File: src/rtl/ama_riscv_uart_pkg.sv
// ama_riscv_uart_pkg: shared types and constants for the MMIO UART
package ama_riscv_uart_pkg;
  localparam logic [3:0] MMIO_RANGE = 4'hF;
  localparam int UART_SIZE = 12;
  typedef enum logic {DMEM_READ, DMEM_WRITE} dmem_rtype_t;
  typedef enum logic [1:0] {UART_CTRL, UART_RX, UART_TX} uart_addr_t;
  typedef struct packed {
    logic rx_valid;
    logic tx_ready;
  } uart_ctrl_t;
  typedef enum logic [31:0] {
    BR_9600   = 32'd9600,
    BR_19200  = 32'd19200,
    BR_38400  = 32'd38400,
    BR_57600  = 32'd57600,
    BR_115200 = 32'd115200,
    BR_230400 = 32'd230400,
    BR_460800 = 32'd460800,
    BR_921600 = 32'd921600
  } uart_baud_rate_t;
  typedef enum logic [1:0] {UART_IDLE, UART_START, UART_DATA, UART_STOP} uart_fsm_t;
  function automatic int clks_per_bit(input int freq, input uart_baud_rate_t br);
    return freq / int'(br);
  endfunction
endpackage

File: src/rtl/ama_riscv_uart_if.sv
// ama_riscv_uart_if: MMIO request/response bus between the load/store path and the UART
interface ama_riscv_uart_if;
  import ama_riscv_uart_pkg::*;
  logic        req_valid;
  logic        req_ready;
  dmem_rtype_t req_rtype;
  logic [3:0]  req_addr;
  logic [31:0] req_wdata;
  logic        rsp_valid;
  logic [31:0] rsp_data;
  modport master (
    output req_valid, req_rtype, req_addr, req_wdata,
    input  req_ready, rsp_valid, rsp_data
  );
  modport slave (
    input  req_valid, req_rtype, req_addr, req_wdata,
    output req_ready, rsp_valid, rsp_data
  );
endinterface

File: src/rtl/ama_riscv_uart_rx.sv
// ama_riscv_uart_rx: 2-FF synchronizer and 8N1 receiver; strobe_o pulses one cycle with byte_o valid
module ama_riscv_uart_rx
  import ama_riscv_uart_pkg::*;
#(
  parameter int CLKS_PER_BIT = 8
) (
  input  logic       clk,
  input  logic       rst,
  input  logic       serial_i,
  output logic [7:0] byte_o,
  output logic       strobe_o
);
  localparam int CW = $clog2(CLKS_PER_BIT);
  localparam logic [CW-1:0] LAST = CW'(CLKS_PER_BIT - 1);
  localparam logic [CW-1:0] HALF = CW'(CLKS_PER_BIT / 2 - 1);
  logic [1:0] sync_q;
  uart_fsm_t state_q, state_d;
  logic [CW-1:0] cnt_q, cnt_d;
  logic [2:0] idx_q, idx_d;
  logic [7:0] shift_q, shift_d;
  logic rx;
  assign rx = sync_q[1];
  assign byte_o = shift_q;
  assign strobe_o = state_q == UART_STOP && cnt_q == LAST && rx;
  always_ff @(posedge clk) begin
    if (rst) begin
      sync_q  <= 2'b11;
      state_q <= UART_IDLE;
      cnt_q   <= '0;
      idx_q   <= '0;
      shift_q <= '0;
    end else begin
      sync_q  <= {sync_q[0], serial_i};
      state_q <= state_d;
      cnt_q   <= cnt_d;
      idx_q   <= idx_d;
      shift_q <= shift_d;
    end
  end
  always_comb begin
    state_d = state_q;
    cnt_d   = cnt_q == LAST ? '0 : cnt_q + CW'(1);
    idx_d   = idx_q;
    shift_d = shift_q;
    case (state_q)
      UART_IDLE: begin
        cnt_d = '0;
        if (!rx) state_d = UART_START;
      end
      UART_START: if (cnt_q == HALF) begin
        cnt_d   = '0;
        idx_d   = '0;
        state_d = rx ? UART_IDLE : UART_DATA;
      end
      UART_DATA: if (cnt_q == LAST) begin
        shift_d = {rx, shift_q[7:1]};
        idx_d   = idx_q + 3'd1;
        if (idx_q == 3'd7) state_d = UART_STOP;
      end
      UART_STOP: if (cnt_q == LAST) state_d = UART_IDLE;
      default: state_d = UART_IDLE;
    endcase
  end
endmodule

File: src/rtl/ama_riscv_uart.sv
// ama_riscv_uart: MMIO UART with CTRL/RX/TX word registers, 8N1 transmitter and receiver
module ama_riscv_uart
  import ama_riscv_uart_pkg::*;
#(
  parameter int CLOCK_FREQ = 100_000_000,
  parameter uart_baud_rate_t BAUD_RATE = BR_115200
) (
  input  logic            clk,
  input  logic            rst,
  ama_riscv_uart_if.slave bus,
  input  logic            serial_in,
  output logic            serial_out
);
  localparam int CLKS_PER_BIT = clks_per_bit(CLOCK_FREQ, BAUD_RATE);
  localparam int CW = $clog2(CLKS_PER_BIT);
  localparam logic [CW-1:0] LAST = CW'(CLKS_PER_BIT - 1);
  if (CLKS_PER_BIT < 4) begin : g_bad_baud
    $fatal(1, "ama_riscv_uart: CLKS_PER_BIT must be >= 4");
  end
  uart_fsm_t tx_state_q, tx_state_d;
  logic [CW-1:0] tx_cnt_q, tx_cnt_d;
  logic [2:0] tx_idx_q, tx_idx_d;
  logic [7:0] tx_data_q, tx_data_d;
  logic serial_out_q, serial_out_d;
  logic rx_valid_q, rx_valid_d;
  logic [7:0] rx_byte_q, rx_byte_d;
  logic rsp_valid_q;
  logic [31:0] rsp_data_q, rsp_data_d;
  logic [7:0] rx_shift;
  logic rx_strobe, tx_ready, rd, rd_rx, wr_tx, unused_bits;
  uart_ctrl_t ctrl;
  ama_riscv_uart_rx #(.CLKS_PER_BIT(CLKS_PER_BIT)) u_rx (
    .clk      (clk),
    .rst      (rst),
    .serial_i (serial_in),
    .byte_o   (rx_shift),
    .strobe_o (rx_strobe)
  );
  assign unused_bits = ^{bus.req_wdata[31:8], bus.req_addr[1:0]};
  assign tx_ready = tx_state_q == UART_IDLE;
  assign rd = bus.req_valid && bus.req_rtype == DMEM_READ;
  assign rd_rx = rd && bus.req_addr[3:2] == UART_RX;
  assign wr_tx = bus.req_valid && bus.req_rtype == DMEM_WRITE && bus.req_addr[3:2] == UART_TX && tx_ready;
  assign ctrl = '{rx_valid: rx_valid_q, tx_ready: tx_ready};
  // a new byte in the same cycle as an RX read keeps the flag set
  assign rx_valid_d = rx_strobe || (rx_valid_q && !rd_rx);
  assign rx_byte_d = rx_strobe ? rx_shift : rx_byte_q;
  assign rsp_data_d = !rd ? '0 : bus.req_addr[3:2] == UART_CTRL ? {30'b0, ctrl} : rd_rx ? {24'b0, rx_byte_q} : '0;
  assign bus.req_ready = 1'b1;
  assign bus.rsp_valid = rsp_valid_q;
  assign bus.rsp_data = rsp_data_q;
  assign serial_out = serial_out_q;
  always_ff @(posedge clk) begin
    if (rst) begin
      tx_state_q   <= UART_IDLE;
      tx_cnt_q     <= '0;
      tx_idx_q     <= '0;
      tx_data_q    <= '0;
      serial_out_q <= 1'b1;
      rx_valid_q   <= 1'b0;
      rx_byte_q    <= '0;
      rsp_valid_q  <= 1'b0;
      rsp_data_q   <= '0;
    end else begin
      tx_state_q   <= tx_state_d;
      tx_cnt_q     <= tx_cnt_d;
      tx_idx_q     <= tx_idx_d;
      tx_data_q    <= tx_data_d;
      serial_out_q <= serial_out_d;
      rx_valid_q   <= rx_valid_d;
      rx_byte_q    <= rx_byte_d;
      rsp_valid_q  <= rd;
      rsp_data_q   <= rsp_data_d;
    end
  end
  always_comb begin
    tx_state_d = tx_state_q;
    tx_cnt_d   = tx_cnt_q == LAST ? '0 : tx_cnt_q + CW'(1);
    tx_idx_d   = tx_idx_q;
    tx_data_d  = tx_data_q;
    case (tx_state_q)
      UART_IDLE: begin
        tx_cnt_d = '0;
        if (wr_tx) begin
          tx_state_d = UART_START;
          tx_data_d  = bus.req_wdata[7:0];
        end
      end
      UART_START: if (tx_cnt_q == LAST) begin
        tx_state_d = UART_DATA;
        tx_idx_d   = '0;
      end
      UART_DATA: if (tx_cnt_q == LAST) begin
        tx_idx_d = tx_idx_q + 3'd1;
        if (tx_idx_q == 3'd7) tx_state_d = UART_STOP;
      end
      UART_STOP: if (tx_cnt_q == LAST) tx_state_d = UART_IDLE;
      default: tx_state_d = UART_IDLE;
    endcase
    // registered line level follows the next state so the frame starts the cycle after the write
    serial_out_d = tx_state_d == UART_START ? 1'b0 : tx_state_d == UART_DATA ? tx_data_d[tx_idx_d] : 1'b1;
  end
endmodule

File: src/flat_wrapper.sv
// flat-port wrapper written by rule: the top's interface ports become plain ports
module ama_riscv_uart_flat import ama_riscv_uart_pkg::*;
#(
  parameter int CLOCK_FREQ = 100_000_000,
  parameter uart_baud_rate_t BAUD_RATE = BR_115200
)
  (clk, rst, serial_in, serial_out, bus_req_valid, bus_req_rtype, bus_req_addr, bus_req_wdata, bus_req_ready, bus_rsp_valid, bus_rsp_data);
  ama_riscv_uart_if bus_i ();
  input  logic clk;
  input  logic rst;
  input  logic serial_in;
  output logic serial_out;
  input wire logic [$bits(bus_i.req_valid)-1:0] bus_req_valid;
  input wire logic [$bits(bus_i.req_rtype)-1:0] bus_req_rtype;
  input wire logic [$bits(bus_i.req_addr)-1:0] bus_req_addr;
  input wire logic [$bits(bus_i.req_wdata)-1:0] bus_req_wdata;
  output wire logic [$bits(bus_i.req_ready)-1:0] bus_req_ready;
  output wire logic [$bits(bus_i.rsp_valid)-1:0] bus_rsp_valid;
  output wire logic [$bits(bus_i.rsp_data)-1:0] bus_rsp_data;
  assign bus_i.req_valid = bus_req_valid;
  assign bus_i.req_rtype = bus_req_rtype;
  assign bus_i.req_addr = bus_req_addr;
  assign bus_i.req_wdata = bus_req_wdata;
  assign bus_req_ready = bus_i.req_ready;
  assign bus_rsp_valid = bus_i.rsp_valid;
  assign bus_rsp_data = bus_i.rsp_data;
  ama_riscv_uart #(.CLOCK_FREQ(CLOCK_FREQ), .BAUD_RATE(BAUD_RATE)) u_core (.clk(clk), .rst(rst), .bus(bus_i), .serial_in(serial_in), .serial_out(serial_out));
endmodule
File: config.mk
export PLATFORM = sky130hd
export DESIGN_NAME = ama_riscv_uart_flat
export DESIGN_NICKNAME = d
export VERILOG_FILES = /design/src/rtl/ama_riscv_uart_pkg.sv /design/src/rtl/ama_riscv_uart_if.sv /design/src/rtl/ama_riscv_uart_rx.sv /design/src/rtl/ama_riscv_uart.sv /design/src/flat_wrapper.sv
export SDC_FILE = /design/constraint.sdc
export NUM_CORES = 1
export LEC_CHECK = 0
export CELL_PAD_IN_SITES_DETAIL_PLACEMENT = 1
export CELL_PAD_IN_SITES_GLOBAL_PLACEMENT = 1
export CORE_MARGIN = 1
export CORE_UTILIZATION = 25
export CTS_CLUSTER_DIAMETER = 80
export DETAILED_ROUTE_END_ITERATION = 8
export PLACE_DENSITY_LB_ADDON = 0.15
export SYNTH_ARGS = -nofsm -noshare
export SYNTH_HDL_FRONTEND = slang
export SYNTH_SLANG_ARGS = --single-unit
File: constraint.sdc
create_clock -name clk -period 2.5 [get_ports clk]
set_input_delay 0.5 -clock clk [delete_from_list [all_inputs] [get_ports clk]]
set_output_delay 0.5 -clock clk [all_outputs]
set_load 0.02 [all_outputs]
==> summary.txt, run 1 <==
CP max FO - 7
kind of critical path - reg2reg
root buf cell - clkbuf_16
hold crit path type - reg2reg
predominant post-synthesis flop cell - dfxtp_1
Final ANT Viol Nets - 0
TNS Setup - 0 ns
crit path time final - 2.37 ns
Core Util, Final - 0.325
Synth-to-Final Area Change - 25.1%
synthesized flop and latch total - 67
max-slew violation count - 0
Hold Path Sink - u_core.u_rx.sync_q[1]$_SDFF_PP1_
initial antenna violation count - 0
DRC viols - 0
fin cells - 576
P_leak - 0.00150 uW
total grt overflow - 0
DRT Pass-1 Iters - 4
final hold viol count - 0
hold_buf cts - 0
Peak VDD IR - 372 uV
WP data required - 2.70 ns
CP endpoint kind - flop
Detailed Route Iter0 Violations - 57
post-synthesis sequential area ratio - 0.425
Vias - 2468
IO Pins - 76
overall routing resource usage - 0.121
Die Y - 114 um
Worst-path clk slew - 0.06 ns
r2r setup slk - 0.13 ns
Max Cap Viol - 0
worst r2r path cells - 11
proportion of layout cells with a drive suffix above 1 - 0.130
clk buf depth - 2
Initial Util - 0.260
wire length of the first global-routing pass - 12.1 mm
Syn Inst Count - 359
Pwr Density - 611 nW/um^2
hpwl dp - 5.28 mm
min-delay src - u_core.u_rx.sync_q[0]$_SDFF_PP1_
CP arrival - 2.57 ns
vias in the first global route - 2466
Cell Rows - 40
ys async rst share - 0
total clock sinks - 67
DR WL/cell - 12.5 um
Worst-Margin Slew - 0.624 ns
status - complete, no violations
worst setup margin - 0.131 ns
worst slack, placed - -0.0148 ns
Routed WL - 7.19 mm
IO Port Bufs - 24
Die Area - 13100 um^2
skew final - 0.00562 ns
# placed instances - 556
DR vias/cell - 4.28
largest net degree at the start of global routing - 23
Worst R2R End - u_core.serial_out$_SDFF_PP1_
YS warnings - 0
fmax - 422 MHz
Die X - 114 um
Final setup viols - 0
EDFF count, synth - 0
TritonCTS clock tree - done
GP Congestion - 0.716
reg2reg start - u_core.tx_cnt_q[0]$_SDFF_PP0_
core area - 12200 um^2
headroom to the max-slew limit - 0.573
Final Power - 2410 uW
Netlist cell types - 51
Skew-Pair Late Insertion Delay - 0.33 ns
CTS Buf Count - 9
crit start category - flop
Inserted Diodes - 0
final net count - 457
Worst Hold Depth - 1
Mean Syn Cell Area - 8.79 um^2
post-synthesis cell area - 3160 um^2
htree depth - 3
Tcrit/Tclk final - 0.948
final cells by class:
cell class / instances / area, um^2
fill: 1452 / 8210
multi-input combinational: 267 / 1660
sequential: 67 / 1340
timing repair buffer: 46 / 413
clock buffer: 9 / 225
tap: 168 / 210
clock inverter: 7 / 51.3
inverter: 12 / 45.0
synth_stat cells, drive strengths merged (2+ instances only):
library cell / number / share of area
nand3: 12 / 0.023
a311oi: 2 / 0.0055
a211oi: 3 / 0.0071
or3: 4 / 0.0079
and2: 9 / 0.018
nor3b: 2 / 0.0083
nor2: 49 / 0.061
nor3: 4 / 0.0063
dfxtp: 67 / 0.42
clkbuf: 10 / 0.012
xor2: 8 / 0.022
o21a: 2 / 0.0048
nor2b: 4 / 0.0079
ha: 13 / 0.052
a21oi: 21 / 0.033
and3: 4 / 0.0079
conb: 2 / 0.0024
xnor2: 7 / 0.019
nand4: 2 / 0.0040
o21ai: 3 / 0.0048
nand2b: 2 / 0.0040
buf: 26 / 0.061
mux2i: 22 / 0.070
a22oi: 2 / 0.0048
or2: 3 / 0.0059
inv: 11 / 0.013
nand2: 44 / 0.052
a31o: 2 / 0.0055
state kept, by name (all words and copies together), names as in the netlist, named ones only:
name / flops
u_core.bus.rsp_data: 8
u_core.u_rx.sync_q: 2
u_core.u_rx.cnt_q: 10
u_core.tx_idx_q: 3
u_core.rx_byte_q: 8
u_core.u_rx.idx_q: 3
u_core.tx_state_q: 2
u_core.serial_out: 1
u_core.u_rx.byte_o: 8
u_core.u_rx.state_q: 1
u_core.bus.rsp_valid: 1
u_core.tx_data_q: 8
u_core.rx_valid_q: 1
u_core.tx_cnt_q: 10
how the worst max path moves through the flow:
stage | depth (start not counted) | slack, ns | from | endpoint
after global routing | 11 | -0.002 | u_core.tx_cnt_q[0]$_SDFF_PP0_ | u_core.serial_out$_SDFF_PP1_
after detailed placement | 11 | -0.01 | u_core.tx_cnt_q[1]$_SDFF_PP0_ | u_core.serial_out$_SDFF_PP1_
final | 11 | 0.13 | u_core.tx_cnt_q[0]$_SDFF_PP0_ | u_core.serial_out$_SDFF_PP1_
after global placement | 11 | -0.002 | u_core.tx_cnt_q[1]$_SDFF_PP0_ | u_core.serial_out$_SDFF_PP1_
after floorplan | 11 | 0.03 | u_core.tx_cnt_q[0]$_SDFF_PP0_ | u_core.serial_out$_SDFF_PP1_
after CTS | 11 | 0.0008 | u_core.tx_cnt_q[1]$_SDFF_PP0_ | u_core.serial_out$_SDFF_PP1_
cell usage in the layout, fill, tap and decap left out, types with 2 or more instances in the layout:
cell,instances
xor2_1,8
clkdlybuf4s50_1,24
nand2_1,44
and2_1,9
a22oi_1,2
or3_1,4
dfxtp_1,65
dfxtp_2,2
ha_1,11
or2_2,3
buf_4,21
clkbuf_16,9
nor2_1,48
mux2i_1,21
nand3_1,11
inv_1,11
conb_1,25
nor3_1,4
inv_6,2
nor2b_1,4
o21a_1,2
a311oi_1,2
and3_1,4
clkinv_2,2
clkinvlp_4,2
a211oi_1,3
xnor2_1,7
o21ai_0,3
a21oi_1,21
nand4_1,2
power by group:
part           switching, uW  internal (uW)  total [uW]
combinational           93.3           63.5         157
sequential              7.40           1080        1080
clock                    496            675        1170
logic make-up (layout without fill, tap and decap cells):
kind of cell / count (synthesis) / after routing / synth area share
other: 2 / 25 / 0.00238
XOR/XNOR: 15 / 15 / 0.0416
adder cells (fa/ha/maj): 13 / 13 / 0.0515
AND/OR/NAND/NOR: 146 / 146 / 0.228
flip-flops: 67 / 67 / 0.425
multiplexers: 22 / 22 / 0.0698
AO/OA/AOI/OAI: 46 / 46 / 0.0951
buffers and inverters: 48 / 74 / 0.0872
timing repair:
action                     4_1_cts  5_1_grt
hold endpoints to repair         0        0
resized for setup                1        8
setup buffers                    0        4
setup endpoints to repair        1        1
pin swaps                        3        3
routing by layer:
metal	vias to the layer above	wire length [um]	track usage
met4	0	87	0.0494
met2	38	3460	0.204
met3	6	220	0.0334
met1	1169	3420	0.147
met5	-	0	0
li1	1255	-	-
critical path, cell delays in order, from the launching register on:
cell	delay (ns)
dfxtp_2	0.33
ha_2	0.17
and4bb_4	0.26
nand3_4	0.09
ha_4	0.23
nand2b_4	0.14
a31o_4	0.25
buf_8	0.14
mux2i_2	0.18
mux2i_1	0.10
a22oi_1	0.23
a31oi_1	0.13
per-stage QoR:
| step | cell area [um^2] | hold WS [ns] |
|---|---|---|
| 5_1_grt | 3950 | 0.433 |
| 6_report | 3950 | 0.418 |
| 4_1_cts | 3880 | 0.424 |
| 3_5_place_dp | 3600 | 0.403 |
| 2_1_floorplan | 3240 | 0.389 |
| 3_3_place_gp | 3600 | 0.405 |
Note: power is estimated with default switching activity, not from simulation.
==> run 2: changes to the inputs <==
--- a/config.mk
+++ b/config.mk
@@ -11,7 +11,9 @@
 export CORE_UTILIZATION = 25
 export CTS_CLUSTER_DIAMETER = 80
 export DETAILED_ROUTE_END_ITERATION = 8
+export HOLD_SLACK_MARGIN = 0.02
 export PLACE_DENSITY_LB_ADDON = 0.15
+export SKIP_CTS_REPAIR_TIMING = 1
 export SYNTH_ARGS = -nofsm -noshare
 export SYNTH_HDL_FRONTEND = slang
 export SYNTH_SLANG_ARGS = --single-unit
==> summary.txt, run 2 (synthesis results as in run 1) <==
max-slew violation count - 0 (unchanged)
fillcell total - 1452 (unchanged)
TritonCTS clock tree - done
DR vias/cell - 4.27 (-0.28%)
CP startpoint - u_core.tx_cnt_q[0]$_SDFF_PP0_
CP max FO - 7 (unchanged)
htree depth - 3 (unchanged)
reg2reg start - u_core.tx_cnt_q[0]$_SDFF_PP0_
Inserted Diodes - 0 (unchanged)
Largest regs - u_core.tx_cnt_q (10), u_core.u_rx.cnt_q (10)
Tcrit/Tclk final - 0.934 (-0.0138)
CTS Buf Count - 9 (unchanged)
Cell Rows - 40 (unchanged)
Highest Signal Layer - met4
Max Cap Viol - 0 (unchanged)
overall routing resource usage - 0.121 (unchanged)
most frequent cells in the layout - dfxtp_1, nor2_1, nand2_1
Peak VDD IR - 372 uV (about the same)
Core Util, Final - 0.326 (+0.000823)
kind of critical path - reg2reg
fmax - 428 MHz (+1.5%)
proportion of layout cells with a drive suffix above 1 - 0.130 (unchanged)
status - complete, no violations
Die Area - 13100 um^2 (unchanged)
root buf cell - clkbuf_16
CP endpoint kind - flop
Final ANT Viol Nets - 0 (unchanged)
Detailed Route Iter0 Violations - 56 (-1.8%)
Worst-path clk slew - 0.06 ns (about the same)
Final setup viols - 0 (unchanged)
DRT Pass-1 Iters - 4 (unchanged)
Worst-Margin Slew - 0.621 ns (-0.00258 ns)
met3 wire length - 213 um (-3.2%)
skew final - 0.00562 ns (-0.000000140 ns)
WP data required - 2.70 ns (about the same)
IO Pins - 76 (unchanged)
crit start category - flop
worst slack, placed - -0.0148 ns (unchanged)
RSZ-0062 raised after global routing - no
Pwr Density - 609 nW/um^2 (-0.20%)
P_leak - 0.00150 uW (about the same)
hold crit path type - reg2reg
clk buf depth - 2 (unchanged)
CP arrival - 2.53 ns (-0.04 ns)
DRC viols - 0 (unchanged)
wire length of the first global-routing pass - 12.1 mm (unchanged)
initial antenna violation count - 0 (unchanged)
Skew-Pair Late Insertion Delay - 0.33 ns (about the same)
IO Port Bufs - 24 (unchanged)
worst r2r path cells - 11 (unchanged)
met2 WL - 3.45 mm (-0.17%)
core area - 12200 um^2 (unchanged)
Vias - 2461 (-0.28%)
Initial Util - 0.260 (unchanged)
met1 wire length - 3.44 mm (+0.61%)
Multi-input gate area - 1670 um^2 (+0.60%)
Routed WL - 7.20 mm (+0.18%)
Die Y - 114 um (unchanged)
Worst Hold Depth - 1 (unchanged)
Synth-to-Final Area Change - 25.4%
total grt overflow - 0 (unchanged)
register area - 1340 um^2 (unchanged)
GP Congestion - 0.716 (unchanged)
crit path time final - 2.33 ns (-0.0344 ns)
final net count - 457 (unchanged)
worst setup margin - 0.165 ns (+0.0344 ns)
total clock sinks - 67 (unchanged)
DR WL/cell - 12.5 um (+0.18%)
commonest non-fill, non-tap cell in the layout - dfxtp_1
vias in the first global route - 2466 (unchanged)
min-delay src - u_core.u_rx.sync_q[0]$_SDFF_PP1_
largest net degree at the start of global routing - 23 (unchanged)
Die X - 114 um (unchanged)
headroom to the max-slew limit - 0.575 (+0.00177)
fin area - 3960 um^2 (+0.25%)
dpl cell area - 3600 um^2 (unchanged)
hpwl dp - 5.28 mm (unchanged)
final hold viol count - 0 (unchanged)
run 2: cell counts in the layout (fill, tap and decap cells not counted):
No cell type changed its count.
run 2: worst paths after layout:
check | slack [ns] | end
max reg2reg | 0.17 | u_core.serial_out$_SDFF_PP1_
max | 0.17 | u_core.serial_out$_SDFF_PP1_
min reg2reg | 0.42 | u_core.u_rx.sync_q[1]$_SDFF_PP1_
min | 0.42 | u_core.u_rx.sync_q[1]$_SDFF_PP1_
run 2: layout make-up:
type,instances,area share
clock buffer,9,0.0569
clock inverter,7,0.0130
inverter,12,0.0114
multi-input combinational,267,0.422
sequential,67,0.339
tap,168,0.0531
timing repair buffer,46,0.104
run 2: per-layer routing:
metal  GRT usage  vias up
met3      0.0334        7
met1       0.147     1165
met4      0.0494        0
met2       0.204       35
li1            -     1254
met5           0        -
run 2: critical path, cell delays in order, from the launching register on:
cell	delay [ns]
dfxtp_2	0.35
ha_4	0.13
and4bb_4	0.25
nand3_4	0.09
ha_4	0.23
nand2b_4	0.14
a31o_4	0.25
buf_8	0.14
mux2i_2	0.18
mux2i_1	0.10
a22oi_1	0.23
a31oi_1	0.12
run 2: report_power, final:
part,internal [uW],switching (uW)
logic,63.5,93.3
registers,1080,7.57
clock network,675,497
total,1820,598
run 2: stage by stage:
stage               total power (uW)  hold WS [ns]  setup TNS (ns)  instances
floorplan                       1230         0.389               0        382
global placement                1250         0.405        -0.00246        556
detailed placement              1250         0.403         -0.0148        556
CTS                             2450         0.424         -0.0320        572
global route                    2530         0.433               0        576
finish                          2410         0.418               0        576
==> run 3: changes to the inputs <==
--- a/config.mk
+++ b/config.mk
@@ -14,6 +14,7 @@
 export HOLD_SLACK_MARGIN = 0.02
 export PLACE_DENSITY_LB_ADDON = 0.15
 export SKIP_CTS_REPAIR_TIMING = 1
+export SLEW_MARGIN = 20
 export SYNTH_ARGS = -nofsm -noshare
 export SYNTH_HDL_FRONTEND = slang
 export SYNTH_SLANG_ARGS = --single-unit
==> results of run 3 <==
Final layout, timing and power as in run 2 (identical DEF).
